[src/rtl/aib_avmm_rdl_mux_intf.sv]
// Avalon-MM slave that steers single accesses onto NUM_CH RDL register banks.
// Reads finish through a bounded wait; decode failures and timeouts return an error completion.
module aib_avmm_rdl_mux_intf #(
  parameter int                    AVMM_ADDR_WIDTH = 12,
  parameter int                    RDL_ADDR_WIDTH  = 8,
  parameter int                    NUM_CH          = 4,
  parameter int                    DATA_WIDTH      = 32,
  parameter int                    TIMEOUT_CYC     = 64,
  parameter logic [DATA_WIDTH-1:0] ERR_RDATA       = '1,
  localparam int                   BE_WIDTH        = DATA_WIDTH / 8
) (
  input  logic                         avmm_clk,
  input  logic                         avmm_rst,
  input  logic                         i_avmm_write,
  input  logic                         i_avmm_read,
  input  logic [AVMM_ADDR_WIDTH-1:0]   i_avmm_addr,
  input  logic [DATA_WIDTH-1:0]        i_avmm_wdata,
  input  logic [BE_WIDTH-1:0]          i_avmm_byte_en,
  output logic [DATA_WIDTH-1:0]        o_avmm_rdata,
  output logic                         o_avmm_rdatavalid,
  output logic                         o_avmm_waitrequest,
  output logic                         o_avmm_rsp_err,
  output logic [7:0]                   o_err_cnt,
  output logic                         rdl_clk,
  output logic                         rdl_reset,
  output logic [NUM_CH-1:0]            rdl_write,
  output logic [NUM_CH-1:0]            rdl_read,
  output logic [RDL_ADDR_WIDTH-1:0]    rdl_address,
  output logic [DATA_WIDTH-1:0]        rdl_writedata,
  output logic [BE_WIDTH-1:0]          rdl_byteenable,
  input  logic [NUM_CH*DATA_WIDTH-1:0] rdl_readdata,
  input  logic [NUM_CH-1:0]            rdl_readdatavalid
);

  localparam int CH_BITS = (NUM_CH > 1) ? $clog2(NUM_CH) : 0;
  localparam int CH_W    = (CH_BITS > 0) ? CH_BITS : 1;
  localparam logic [AVMM_ADDR_WIDTH-1:0] CH_MASK  = AVMM_ADDR_WIDTH'((1 << CH_BITS) - 1);
  localparam logic [CH_W:0]              NUM_CH_L = (CH_W + 1)'(NUM_CH);
  localparam logic [7:0]                 TMO_LAST = 8'(TIMEOUT_CYC - 1);

  if (AVMM_ADDR_WIDTH < RDL_ADDR_WIDTH + CH_BITS) begin : g_addr_width_chk
    $error("AVMM_ADDR_WIDTH too small for RDL_ADDR_WIDTH plus bank select bits");
  end

  typedef enum logic [2:0] {
    ST_IDLE  = 3'd0,
    ST_WRITE = 3'd1,
    ST_READ  = 3'd2,
    ST_WAIT  = 3'd3,
    ST_CPL   = 3'd4
  } state_t;

  state_t                    state_r;
  logic [RDL_ADDR_WIDTH-1:0] cmd_addr_r;
  logic [DATA_WIDTH-1:0]     cmd_wdata_r;
  logic [BE_WIDTH-1:0]       cmd_be_r;
  logic [CH_W-1:0]           cmd_bank_r;
  logic                      cmd_oor_r;
  logic [7:0]                tmo_cnt_r;
  logic [7:0]                err_cnt_r;
  logic [NUM_CH-1:0]         rdl_write_r;
  logic [NUM_CH-1:0]         rdl_read_r;
  logic                      waitreq_r;
  logic                      rdatavalid_r;
  logic                      rsp_err_r;
  logic [DATA_WIDTH-1:0]     rdata_r;

  logic [AVMM_ADDR_WIDTH-1:0] addr_hi_s;
  logic [CH_W-1:0]            bank_s;
  logic                       oor_s;
  logic                       sel_valid_s;
  logic [DATA_WIDTH-1:0]      sel_data_s;

  function automatic logic [NUM_CH-1:0] bank_onehot(input logic [CH_W-1:0] bank);
    logic [NUM_CH-1:0] oh;
    oh = '0;
    for (int i = 0; i < NUM_CH; i++) begin
      oh[i] = (bank == CH_W'(i));
    end
    return oh;
  endfunction

  function automatic logic [7:0] sat_inc(input logic [7:0] cnt);
    return (cnt == 8'hFF) ? cnt : cnt + 8'd1;
  endfunction

  // Bank decode of the incoming address; any bit above the bank field marks it out of range.
  always_comb begin
    addr_hi_s = i_avmm_addr >> RDL_ADDR_WIDTH;
    bank_s    = CH_W'(addr_hi_s & CH_MASK);
    oor_s     = ((addr_hi_s >> CH_BITS) != '0) || ({1'b0, bank_s} >= NUM_CH_L);
  end

  // AND-OR select of the registered bank's read return; other banks never reach the FSM.
  always_comb begin
    sel_valid_s = 1'b0;
    sel_data_s  = '0;
    for (int i = 0; i < NUM_CH; i++) begin
      sel_valid_s = sel_valid_s | ((cmd_bank_r == CH_W'(i)) & rdl_readdatavalid[i]);
      sel_data_s  = sel_data_s |
                    ({DATA_WIDTH{cmd_bank_r == CH_W'(i)}} & rdl_readdata[i*DATA_WIDTH +: DATA_WIDTH]);
    end
  end

  // Command FSM; strobes and completion outputs are registered alongside the state change.
  always_ff @(posedge avmm_clk or posedge avmm_rst) begin
    if (avmm_rst) begin
      state_r      <= ST_IDLE;
      cmd_addr_r   <= '0;
      cmd_wdata_r  <= '0;
      cmd_be_r     <= '0;
      cmd_bank_r   <= '0;
      cmd_oor_r    <= 1'b0;
      tmo_cnt_r    <= 8'd0;
      err_cnt_r    <= 8'd0;
      rdl_write_r  <= '0;
      rdl_read_r   <= '0;
      waitreq_r    <= 1'b1;
      rdatavalid_r <= 1'b0;
      rsp_err_r    <= 1'b0;
      rdata_r      <= '0;
    end else begin
      rdl_write_r  <= '0;
      rdl_read_r   <= '0;
      waitreq_r    <= 1'b1;
      rdatavalid_r <= 1'b0;
      rsp_err_r    <= 1'b0;
      case (state_r)
        ST_IDLE: begin
          if (i_avmm_write || i_avmm_read) begin
            cmd_addr_r  <= i_avmm_addr[RDL_ADDR_WIDTH-1:0];
            cmd_wdata_r <= i_avmm_wdata;
            cmd_be_r    <= i_avmm_byte_en;
            cmd_bank_r  <= bank_s;
            cmd_oor_r   <= oor_s;
            waitreq_r   <= 1'b0;
            if (i_avmm_write) begin
              state_r     <= ST_WRITE;
              rdl_write_r <= oor_s ? '0 : bank_onehot(bank_s);
            end else begin
              state_r    <= ST_READ;
              rdl_read_r <= oor_s ? '0 : bank_onehot(bank_s);
            end
          end
        end
        ST_WRITE: begin
          state_r <= ST_IDLE;
          if (cmd_oor_r) begin
            err_cnt_r <= sat_inc(err_cnt_r);
          end
        end
        ST_READ: begin
          if (cmd_oor_r) begin
            state_r      <= ST_CPL;
            rdatavalid_r <= 1'b1;
            rdata_r      <= ERR_RDATA;
            rsp_err_r    <= 1'b1;
            err_cnt_r    <= sat_inc(err_cnt_r);
          end else if (sel_valid_s) begin
            state_r      <= ST_CPL;
            rdatavalid_r <= 1'b1;
            rdata_r      <= sel_data_s;
          end else begin
            state_r   <= ST_WAIT;
            tmo_cnt_r <= 8'd0;
          end
        end
        ST_WAIT: begin
          // A valid on the final count still wins over the timeout.
          if (sel_valid_s) begin
            state_r      <= ST_CPL;
            rdatavalid_r <= 1'b1;
            rdata_r      <= sel_data_s;
          end else if (tmo_cnt_r == TMO_LAST) begin
            state_r      <= ST_CPL;
            rdatavalid_r <= 1'b1;
            rdata_r      <= ERR_RDATA;
            rsp_err_r    <= 1'b1;
            err_cnt_r    <= sat_inc(err_cnt_r);
          end else begin
            tmo_cnt_r <= tmo_cnt_r + 8'd1;
          end
        end
        ST_CPL: begin
          state_r <= ST_IDLE;
        end
        default: begin
          state_r <= ST_IDLE;
        end
      endcase
    end
  end

  assign o_avmm_rdata       = rdata_r;
  assign o_avmm_rdatavalid  = rdatavalid_r;
  assign o_avmm_waitrequest = waitreq_r;
  assign o_avmm_rsp_err     = rsp_err_r;
  assign o_err_cnt          = err_cnt_r;
  assign rdl_clk            = avmm_clk;
  assign rdl_reset          = avmm_rst;
  assign rdl_write          = rdl_write_r;
  assign rdl_read           = rdl_read_r;
  assign rdl_address        = cmd_addr_r;
  assign rdl_writedata      = cmd_wdata_r;
  assign rdl_byteenable     = cmd_be_r;

endmodule

[config.mk]
export PLATFORM = sky130hd
export DESIGN_NAME = aib_avmm_rdl_mux_intf
export DESIGN_NICKNAME = d
export VERILOG_FILES = /design/src/rtl/aib_avmm_rdl_mux_intf.sv
export SDC_FILE = /design/constraint.sdc
export NUM_CORES = 1
export LEC_CHECK = 0
export BUFFER_PORTS_ARGS = -buffer_cell sky130_fd_sc_hd__buf_2
export CORE_ASPECT_RATIO = 0.9
export CORE_UTILIZATION = 45
export DETAILED_ROUTE_END_ITERATION = 7
export GPL_TIMING_DRIVEN = 1
export PLACE_DENSITY = 0.77
export REMOVE_ABC_BUFFERS = 1
export SETUP_SLACK_MARGIN = 0.15
export SLEW_MARGIN = 20
export SYNTH_ARGS = -nofsm -noshare
export SYNTH_HDL_FRONTEND = slang
export SYNTH_SLANG_ARGS = --single-unit
[constraint.sdc]
create_clock -name avmm_clk -period 11.4 [get_ports avmm_clk]
set_input_delay 2.28 -clock avmm_clk [delete_from_list [all_inputs] [get_ports avmm_clk]]
set_output_delay 2.28 -clock avmm_clk [all_outputs]
set_load 0.05 [all_outputs]
==> summary.txt, run 1 <==
Run status
  • Status: complete, no violations

Floorplan
  • Site row count: 37
  • IO Count: 281
  • Starting Density: 46.4%
  • Height of the die: 105 um
  • Core area: 0.0114 mm^2
  • Die area: between 0.01 and 0.015 mm^2
  • Die width: 116 um

Clock tree
  • Post-CTS sizing: 0
  • # Post-CTS Setup Buffers: 0
  • CTS tree: done
  • Clock Latency Late Sink: 0.45 ns
  • Cts hold-fix bufs: 0
  • Reg clk slew, reported paths: 0.07 ns

Setup path
  • Startpoint types: clock port
  • Max FO, Critical Path: 2
  • R2r startpoint: cmd_bank_r[0]
  • Reg2Reg Setup Slack: just under 9 ns
  • Crit path kind: clk -> out
  • Buf/Inv on CP: 3
  • Cell Chain, Critical Path: clkbuf_16 > clkbuf_16 > buf_2
  • Number of cells on the critical path: 3
  • Worst EP required: 9.12 ns
  • Crit-path max cell delay: 0.20 ns
  • CP startpoint: avmm_clk
  • Most used cell, CP: clkbuf_16
  • Max stage delay cell, worst path: buf_2
  • CP arrival: 6.15 ns
  • CP top delay family: buffers and inverters
  • Worst Setup EP: rdl_clk
  • Reg2reg path depth: 5
  • Reg-to-Reg End: o_avmm_rdata[0]
  • Nature of the critical path endpoint: output port

Drt
  • Wire per inst: 16.0 um
  • Pre-antenna DRT Iters: 5
  • DR vias: 4,952
  • Drt initial violations: ~380
  • Final wirelength: between 15,000 and 20,000 um
  • ANT nets after route: 0
  • Residual DRC count: 0
  • DR vias/cell: 5.27

Yosys
  • Post-Syn Instances: 518
  • Count leader, synth: nand2_1
  • Post-synthesis register bit count: 109
  • EDFF count, synth: 0
  • Top cells by area, synth: dfrtp_1 51%, mux4_2 14%, nand2_1 10%, o31ai_1 5.1%, o21ai_0 4.0%
  • Syn Std Cell Area: 0.00530 mm^2
  • Mean post-synth cell area: 10.2 um^2
  • Synth top area share: 51.0%
  • Yosys cell types: around 40
  • Asr flop ratio synth: 100%
  • Ys Warns: 0
  • Most used DFF post-synth: dfrtp_1
  • Area leader, netlist: dfrtp_1
  • List of most frequent post-synthesis cells: 148 x nand2_1, 108 x dfrtp_1, 46 x nor2_1
  • Fraction of the yosys area taken by sequential cells: 51.5%

Layout
  • Nets: approximately 960
  • Post-route cell area: 0.00715 mm^2
  • Total of fill cells in the finished design: 958
  • Share of cells above drive strength 1: 43.8%
  • Ant diodes: 0
  • P&R area growth vs syn: 34.8%

Global route
  • Initial antenna violation count: 1
  • Vias in the first global route: 4,865
  • Total congestion overflow: 0
  • First-pass GRT wire length: 24,200 um
  • Gr usage total: between 20% and 30%
  • Largest net degree at the start of global routing: 69

STA
  • Skew final: 0.00852 ns
  • Number of max-slew violations in the final report: 0
  • Final TNS setup: 0 ns
  • Setup repair after global routing missed its margin: no
  • Hold Fails Final Rpt: 0
  • Worst Tran Pin Value: 0.989 ns
  • Final setup fails: 0
  • Rel. slew slack: about a third

Pwr
  • Pwr per Cell Area: 340 mW/mm^2
  • Pleak: between 3 and 4 nW
  • Worst VDD drop: 0.000190 V

Worst hold path
  • Hold path depth: 2
  • Worst hold path type: reg -> reg

Placement
  • IO buf count: 280
  • Area after DPL: 0.00680 mm^2
  • DP HPWL: 11,400 um
  • Routability cong.: 0.856

Flow run
  • Max-cap viol count: 0
==> per-stage QoR <==
step                      utilization, %  cells  setup slack [ns]  total power, mW  hold slack [ns]
after global routing                62.5    939              2.96             2.59            0.493
after floorplan                        -    478              3.42             1.72            0.477
after global placement              59.5    920              3.23             2.06            0.454
final                               62.5    939              2.97             2.43            0.472
after CTS                           62.5    939              2.97             2.45            0.475
after detailed placement            59.5    920              3.23             2.10            0.457
==> cell families (layout without fill, tap and decap cells) <==
logic type	Yosys count	in the layout	share of synthesized area [%]
mux	35	35	14.4
buf+inv	44	309	3.59
xor+xnor	7	7	1.16
flops	109	109	51.5
simple gates	233	233	18.3
compound gates	87	87	10.4
fa+ha+maj	3	3	0.661
==> registers in the layout (all words and copies together) (netlist names), 3 cells and up <==
signal and cells:
rdl_byteenable 4, rdl_write 4, rdl_read 4, state_r 3
tmo_cnt_r 8, o_avmm_rdata 32, rdl_address 8, rdl_writedata 32
o_err_cnt 8
==> routing by layer <==
layer | vias to the layer above | global-route usage [%] | share of wire, %
li1 | 2324 | - | -
met4 | 0 | 9.52 | 2.6
met1 | 2399 | 32.9 | 40
met2 | 197 | 42.7 | 51
met3 | 32 | 6.50 | 6.0
met5 | - | 0 | 0
==> worst reg2reg max path, stage by stage, from the launching register on <==
cell and delay (ns):
dfrtp_2 0.39, mux4_2 0.60, a211oi_4 0.64, buf_4 0.50, o21ai_0 0.16, o31ai_1 0.10
==> area by class of cell <==
type,count,area [um^2],area share [%]
sequential,109,2730,38.2
multi-input combinational,365,2410,33.7
timing repair buffer,285,1440,20.2
clock buffer,17,330,4.62
tap,156,195,2.73
clock inverter,3,22.5,0.315
inverter,4,17.5,0.245
==> where the power goes <==
group | leakage [nW] | switching, mW | internal (mW)
Sequential | 1.34 | 0.106 | 0.562
Clock | 0.175 | 0.158 | 0.203
Combinational | 2.14 | 1.02 | 0.386
==> worst min-delay path by stage <==
stage | from | to
after floorplan | tmo_cnt_r[6] | tmo_cnt_r[6]
after global placement | rdl_address[5] | rdl_address[5]
after detailed placement | rdl_byteenable[2] | rdl_byteenable[2]
after CTS | rdl_byteenable[2] | rdl_byteenable[2]
after global routing | rdl_writedata[18] | rdl_writedata[18]
final | rdl_writedata[2] | rdl_writedata[2]
==> placed cells by master (no fill, tap or decap), types with 3 or more instances in the layout <==
master	Yosys	routed
dfrtp_1	108	107
clkbuf_16	0	12
nand2b_1	5	4
nand3_1	9	9
mux4_2	33	33
o31ai_1	36	36
clkbuf_1	24	3
o21ai_0	42	42
buf_4	2	6
nor2_1	46	46
nor4_1	3	3
and3_1	3	3
nor3_1	7	7
xor2_1	7	7
buf_2	8	280
nand2_1	148	148
Note: power is estimated with default switching activity, not from simulation.
==> run 2: changes to the inputs <==
--- a/config.mk
+++ b/config.mk
@@ -7,10 +7,10 @@
 export LEC_CHECK = 0
 export BUFFER_PORTS_ARGS = -buffer_cell sky130_fd_sc_hd__buf_2
 export CORE_ASPECT_RATIO = 0.9
-export CORE_UTILIZATION = 45
+export CORE_UTILIZATION = 41
 export DETAILED_ROUTE_END_ITERATION = 7
 export GPL_TIMING_DRIVEN = 1
-export PLACE_DENSITY = 0.77
+export PLACE_DENSITY = 0.74
 export REMOVE_ABC_BUFFERS = 1
 export SETUP_SLACK_MARGIN = 0.15
 export SLEW_MARGIN = 20
==> constraint.sdc (replaced) <==
create_clock -name avmm_clk -period 7.52 [get_ports avmm_clk]
set_input_delay 1.504 -clock avmm_clk [delete_from_list [all_inputs] [get_ports avmm_clk]]
set_output_delay 1.504 -clock avmm_clk [all_outputs]
set_load 0.05 [all_outputs]
==> summary.txt, run 2 (synthesis gave the netlist of run 1 again) <==
Setup path
  • Buf/Inv on CP: 3
  • Startpoint types: clock port
  • Worst EP required: 6.02 ns
  • Crit path kind: clk -> out
  • Max stage delay cell, worst path: buf_2
  • Crit-path max cell delay: 0.20 ns
  • CP arrival: 4.21 ns
  • Most used cell, CP: clkbuf_16
  • CP top delay family: buffers and inverters
  • Max FO, Critical Path: 2
  • Nature of the critical path endpoint: output port
  • Cell Chain, Critical Path: clkbuf_16 > clkbuf_16 > buf_2
  • Number of cells on the critical path: 3
  • Reg2reg path depth: 5

Floorplan
  • Site row count: 39
  • Die area: approximately 0.013 mm^2
  • Die width: 122 um
  • Core area: around 0.013 mm^2
  • IO Count: approximately 280
  • Height of the die: 110 um
  • Starting Density: between 40% and 50%

Layout
  • Commonest non-fill, non-tap cell in the layout: buf_2
  • Ant diodes: 0
  • Non-Filler Instances: around 950
  • P&R area growth vs syn: 35.4%
  • Most frequent cells in the layout: 280 x buf_2, 148 x nand2_1, 107 x dfrtp_1
  • Nets: 964
  • Core Util, Final: 56.8%
  • Share of cells above drive strength 1: 44.2%

Global route
  • GRT busiest layer: met2
  • Met1 usage: between 20% and 30%
  • Initial antenna violation count: 0
  • Grt met3 use: under 10%
  • Vias in the first global route: 4,543
  • Gr usage total: between 20 and 25%
  • Grt met2 use: 36.6%
  • Total congestion overflow: 0
  • Largest net degree at the start of global routing: 69
  • First-pass GRT wire length: 22,200 um

Clock tree
  • Reg clk slew, reported paths: 0.08 ns
  • Clock Latency Late Sink: ~0.47 ns
  • Post-CTS sizing: 0
  • # Post-CTS Setup Buffers: 0
  • CTS tree: done
  • Cts hold-fix bufs: 0

STA
  • Skew final: 0.0104 ns
  • Number of max-slew violations in the final report: 0
  • Setup repair after global routing missed its margin: no
  • Rel. slew slack: 33.0%
  • Final TNS setup: 0 ns
  • Worst Tran Pin Value: approximately 0.98 ns
  • Hold Fails Final Rpt: 0
  • Final setup fails: 0

Drt
  • ANT nets after route: 0
  • Final wirelength: 14,500 um
  • Residual DRC count: 0
  • Drt initial violations: roughly 330
  • Wire per inst: 15.3 um
  • DR vias: 4,848
  • DR vias/cell: 5.12
  • Pre-antenna DRT Iters: 6

Placement
  • IO buf count: 280
  • DP HPWL: between 10,000 and 15,000 um
  • Routability cong.: 0.788
  • Dpl cells: 928

Pwr
  • Worst VDD drop: 0.000283 V
  • Pwr per Cell Area: 516 mW/mm^2
  • Pleak: 3.67 nW

Worst hold path
  • Worst hold path type: reg -> reg
  • Hold path depth: 2

Flow run
  • Max-cap viol count: 0

Run status
  • Status: complete, no violations
==> run 2: path summary, 6_finish.rpt <==
check,startpoint,to,slack [ns]
hold / removal,rdl_writedata[17],rdl_writedata[17],0.47
setup reg to reg,cmd_bank_r[0],o_avmm_rdata[11],4.72
setup / recovery,avmm_clk,rdl_clk,1.81
max in group asynchronous,avmm_rst,cmd_bank_r[0],5.15
min in group asynchronous,avmm_rst,rdl_writedata[15],1.11
hold reg to reg,rdl_writedata[17],rdl_writedata[17],0.47
==> run 2: worst min-delay path, cell delays in order, from the launching register on <==
cell and delay (ns):
dfrtp_1 0.34, nand2_1 0.05, nand2_1 0.05
==> run 2: layer usage <==
metal	routed length, um	vias up
met1	6070	2361
met3	702	21
met5	0	-
met2	7400	143
met4	311	0
li1	-	2323
==> run 2: through the flow <==
stage,instance area [um^2],total power [mW],hold WS [ns],setup slack [ns]
2_1_floorplan,5130,2.60,0.477,1.60
3_3_place_gp,6810,3.16,0.454,2.07
3_5_place_dp,6810,3.19,0.457,2.07
4_1_cts,7180,3.74,0.476,1.81
5_1_grt,7180,3.94,0.494,1.81
6_report,7180,3.70,0.472,1.81
==> run 2: where the power goes <==
group	internal (mW)	total (mW)	switching [mW]
Clock	0.304	0.567	0.263
Combinational	0.585	2.13	1.55
Sequential	0.851	1.00	0.150
Total	1.74	3.70	1.96
==> run 2: layout make-up <==
type | instances | area (um^2)
fillers | 1176 | 5460
repair buffers | 285 | 1440
well taps | 164 | 205
inverters | 4 | 17.5
clock inverters | 7 | 66.3
flip-flops and latches | 109 | 2730
multi-input cells | 365 | 2410
clock buffers | 13 | 305
